### src/rtl/latch_fifo.sv
// latch_fifo: DEPTH-entry circular buffer between a producer that pulses
// `latch` and a consumer that drains the head entry with out_vld/out_ack.
// Writes that arrive while the buffer is full are rejected and counted in a
// saturating drop counter.
//
// Ports
//   ap_clk     clock, all logic on the rising edge
//   ap_rst_n   synchronous active-low reset
//   latch      write request, captured when in_rdy=1
//   data_in    write data
//   in_rdy     buffer not full
//   flush      synchronous clear of buffer contents (drop_cnt kept)
//   out_vld    head entry valid
//   out_ack    consumer accepts head entry
//   data_out   head entry, 0 while empty
//   occupancy  number of stored entries
//   drop_cnt   rejected writes, saturating
//   drop_clr   clears drop_cnt
module latch_fifo #(
  parameter int DATA_WIDTH = 32,
  parameter int DEPTH      = 4,
  parameter int CNT_WIDTH  = 16
) (
  input  logic                     ap_clk,
  input  logic                     ap_rst_n,
  input  logic                     latch,
  input  logic [DATA_WIDTH-1:0]    data_in,
  output logic                     in_rdy,
  input  logic                     flush,
  output logic                     out_vld,
  input  logic                     out_ack,
  output logic [DATA_WIDTH-1:0]    data_out,
  output logic [$clog2(DEPTH):0]   occupancy,
  output logic [CNT_WIDTH-1:0]     drop_cnt,
  input  logic                     drop_clr
);
  localparam int AW = $clog2(DEPTH);
  localparam logic [AW:0] FULL_CNT = (AW+1)'(DEPTH);

  logic [DEPTH-1:0][DATA_WIDTH-1:0] mem;
  logic [AW-1:0]                    rd_ptr, wr_ptr;
  logic [AW:0]                      count;
  logic                             push, pop, drop;

  // Every output decodes from registered state only.
  assign in_rdy    = (count != FULL_CNT);
  assign out_vld   = (count != '0);
  assign occupancy = count;
  assign data_out  = out_vld ? mem[rd_ptr] : '0;

  // No ready-from-ack bypass when full and no fall-through when empty:
  // both handshakes look only at the registered count.
  assign push = latch & in_rdy & ~flush;
  assign pop  = out_vld & out_ack & ~flush;
  // A write discarded by flush is not a drop.
  assign drop = latch & ~in_rdy & ~flush;

  always_ff @(posedge ap_clk) begin
    if (!ap_rst_n) begin
      rd_ptr <= '0;
      wr_ptr <= '0;
      count  <= '0;
    end else if (flush) begin
      rd_ptr <= '0;
      wr_ptr <= '0;
      count  <= '0;
    end else begin
      if (push) wr_ptr <= wr_ptr + 1'b1;
      if (pop)  rd_ptr <= rd_ptr + 1'b1;
      case ({push, pop})
        2'b10:   count <= count + 1'b1;
        2'b01:   count <= count - 1'b1;
        default: count <= count;
      endcase
    end
  end

  // Storage needs no reset; data_out is gated while empty.
  always_ff @(posedge ap_clk) begin
    if (ap_rst_n && push) mem[wr_ptr] <= data_in;
  end

  always_ff @(posedge ap_clk) begin
    if (!ap_rst_n)                    drop_cnt <= '0;
    else if (drop_clr)                drop_cnt <= '0;
    else if (drop && drop_cnt != '1)  drop_cnt <= drop_cnt + 1'b1;
  end
endmodule

### config.mk
export PLATFORM = sky130hd
export DESIGN_NAME = latch_fifo
export DESIGN_NICKNAME = d
export VERILOG_FILES = /design/src/rtl/latch_fifo.sv
export SDC_FILE = /design/constraint.sdc
export NUM_CORES = 1
export LEC_CHECK = 0
export ABC_AREA = 0
export CORE_MARGIN = 1
export CORE_UTILIZATION = 49
export DETAILED_ROUTE_END_ITERATION = 10
export PLACE_DENSITY_LB_ADDON = 0.15
export SKIP_CTS_REPAIR_TIMING = 1
export SYNTH_ARGS = -nofsm -noshare
export SYNTH_HDL_FRONTEND = slang
export SYNTH_SLANG_ARGS = --single-unit
### constraint.sdc
create_clock -name ap_clk -period 2.53 [get_ports ap_clk]
set_clock_uncertainty 0.2 [all_clocks]
set_input_delay 0.506 -clock ap_clk [delete_from_list [all_inputs] [get_ports ap_clk]]
set_output_delay 0.506 -clock ap_clk [all_outputs]
set_load 0.1 [all_outputs]
==> run metrics <==
Clock Latency Late Sink=0.41 ns; Async SR Flop Fraction=0%; Flop pwr share=50.0%; worst-margin pin slew=0.567 ns; CTS sink count=151; final WL=12400 um; nets=534; Tmin final=2.57 ns; final setup fails=24; Syn Nets=398; DRC Markers=0; Hold WS=0.301 ns; Initial Utilization=50.6%; clock transition at the registers of the reported paths=0.06 ns; worst setup margin=-0.0364 ns; Most used DFF post-synth=edfxtp_1; total congestion overflow=0; slew margin rel.=62.2%; number of global-route vias before repair=3555; Worst R2R Start=occupancy[0]; Worst R2R End=occupancy[2]; clock buffer count from CTS=17; H-tree depth=4; Max clock buf depth=2; Worst Path Max Fanout=7; Via Count=3619; failing checks=setup timing; RD Place Congestion=0.833; Worst Hold Class=flop to flop; ANT nets after route=0; Seq/Total Area, Yosys=70.2%; initial antenna violation count=0; WL per Instance=18.5 um; Tcrit/Tclk final=101%; Synth Area per Inst=17.4 um^2; maxcap violations=0; Final Hold Viols=0; critical path arrival=1.86 ns; Root Driver=clkbuf_16; DP Area=0.00802 mm^2; Post-synth top cells=128 x edfxtp_1, 33 x nor2b_1, 32 x mux4_2, 23 x dfxtp_1, 16 x a21oi_1; largest net degree at the start of global routing=35; layout cells sized above 1=41.8%; dpl hpwl=7440 um; Setup crit end kind=output port; area share of the largest cell type after synthesis=62.7%; Iteration-0 DRC Markers=232; synth unique cells=42; core area=0.0121 mm^2; FF-to-FF setup slack=0.28 ns; # diodes=0; P_sw=1190 uW; leak pwr=0.00298 uW; CP Class=flop to output port; Post-Synthesis Cells=353; Worst Hold Depth=2; Yosys warning count=0; Max Freq=0.390 GHz; GRT Total Usage=19.6%; max-slew violation count=0; Final Instance Area=0.00876 mm^2; Synth-to-Final Area Change=42.8%; chip height=114 um; Comb power frac=8.2%; IO buf count=90; Post-synth EDFFs=128; hold path endpoint=drop_cnt[9]; fin util=72.3%; chip width=114 um; I/O pins=91; switching portion of total power=21.9%; startpoint class of the critical path=flop; Reg2Reg Depth=8; clock power share=41.8%; first-pass GRT wire length=18400 um; TritonCTS clock tree=built; Synth Cell Area=0.00613 mm^2; cell-internal power=4250 uW; status=complete, but fails checks; RSZ-0062 raised after global routing=true; Core Rows=40; count leader, synth=edfxtp_1; worst vdd ir=399 uV; PD cells=622 mW/mm^2; top cells by area, synth=edfxtp_1 63%, mux4_2 12%, dfxtp_1 7.5%; die footprint=0.0130 mm^2; DR vias/cell=5.40; Pwr Total=5450 uW; area leader, netlist=edfxtp_1; Synth Register Bits=151; hold_sp=drop_cnt[9]; TritonRoute pass-1 iters=4; Worst Path Required=1.82 ns
## stage by stage
step / std cells / setup TNS, ns / worst slack (ns)
after floorplan: 353 / 0 / 0.00645
after global placement: 623 / -0.269 / -0.203
after detailed placement: 623 / -0.501 / -0.275
after CTS: 655 / -2.61 / -0.137
after global routing: 670 / -2.49 / -0.103
final: 670 / -0.439 / -0.0364
## critical path, stage by stage (launching register included)
cell       delay (ns)
dfxtp_4          0.42
clkbuf_16        0.20
mux4_2           0.50
nor2b_4          0.15
buf_12           0.17
## cell families (layout without fill, tap and decap cells)
family | count (synthesis) | count (layout) | share of synthesized area [%]
AO/OA/AOI/OAI | 37 | 37 | 3.57
XOR/XNOR | 5 | 5 | 0.714
multiplexers | 32 | 32 | 11.8
buffers and inverters | 22 | 171 | 1.51
adder cells (fa/ha/maj) | 7 | 7 | 1.55
flip-flops | 151 | 151 | 70.2
AND/OR/NAND/NOR | 99 | 99 | 10.7
## routing by layer
layer	wire length [um]	track usage (%)	vias to the layer above	share of wire (%)
li1	-	-	1684	-
met1	5270	24.7	1829	43
met2	6420	32.1	92	52
met3	552	5.21	14	4.4
met4	164	8.57	0	1.3
met5	0	0	-	0
## worst max-delay path by stage
stage	from	depth (start not counted)	slack (ns)	endpoint
floorplan	occupancy[2]	9	0.006	occupancy[2]
global placement	flush	8	-0.20	occupancy[2]
detailed placement	flush	8	-0.28	occupancy[2]
CTS	rd_ptr[0]	4	-0.14	data_out[1]
global route	rd_ptr[0]	4	-0.10	data_out[26]
finish	rd_ptr[0]	4	-0.04	data_out[3]
## state kept, by name, indices dropped and copies added (netlist names)
name	cells
mem	128
drop_cnt	16
rd_ptr	2
occupancy	3
wr_ptr	2
## power by group through the flow
stage          clock, uW  sequential [uW]  combinational (uW)
6_report            2280             2720                 446
5_1_grt             2430             2720                 465
4_1_cts             2320             2720                 423
3_5_place_dp           0             2780                 421
3_3_place_gp           0             2770                 416
2_1_floorplan          0             2780                 223
## area by class of cell
type / count / area, um^2
Clock inverter: 13 / 106
Fill cell: 801 / 3360
Timing Repair Buffer: 129 / 1640
Multi-Input combinational cell: 180 / 2000
Tap cell: 168 / 210
Inverter: 10 / 41.3
Clock buffer: 19 / 433
Sequential cell: 151 / 4320
## placed cells by master, fill, tap and decap left out, types with 2 or more instances in the layout
cell type,synthesis,final
o21ai_0,9,9
clkinv_2,0,5
ha_1,6,5
or4_1,5,5
or3_1,9,9
nor3_1,3,2
buf_12,0,41
clkbuf_16,0,20
dfxtp_2,0,3
nand3_1,5,5
o31ai_1,7,7
xnor2_1,3,3
nand2b_1,4,4
and3_2,0,4
a21oi_1,16,16
clkbuf_1,7,2
mux4_2,32,32
nor2_1,9,8
xor2_1,2,2
nand4_1,5,5
dfxtp_4,0,4
dfxtp_1,23,16
nand2_1,8,8
clkdlybuf4s50_1,0,37
buf_4,0,45
inv_1,9,8
buf_6,0,3
clkinvlp_4,0,5
edfxtp_1,128,128
nor4_4,2,2
nor2b_4,0,32
Note: power is estimated with default switching activity, not from simulation.
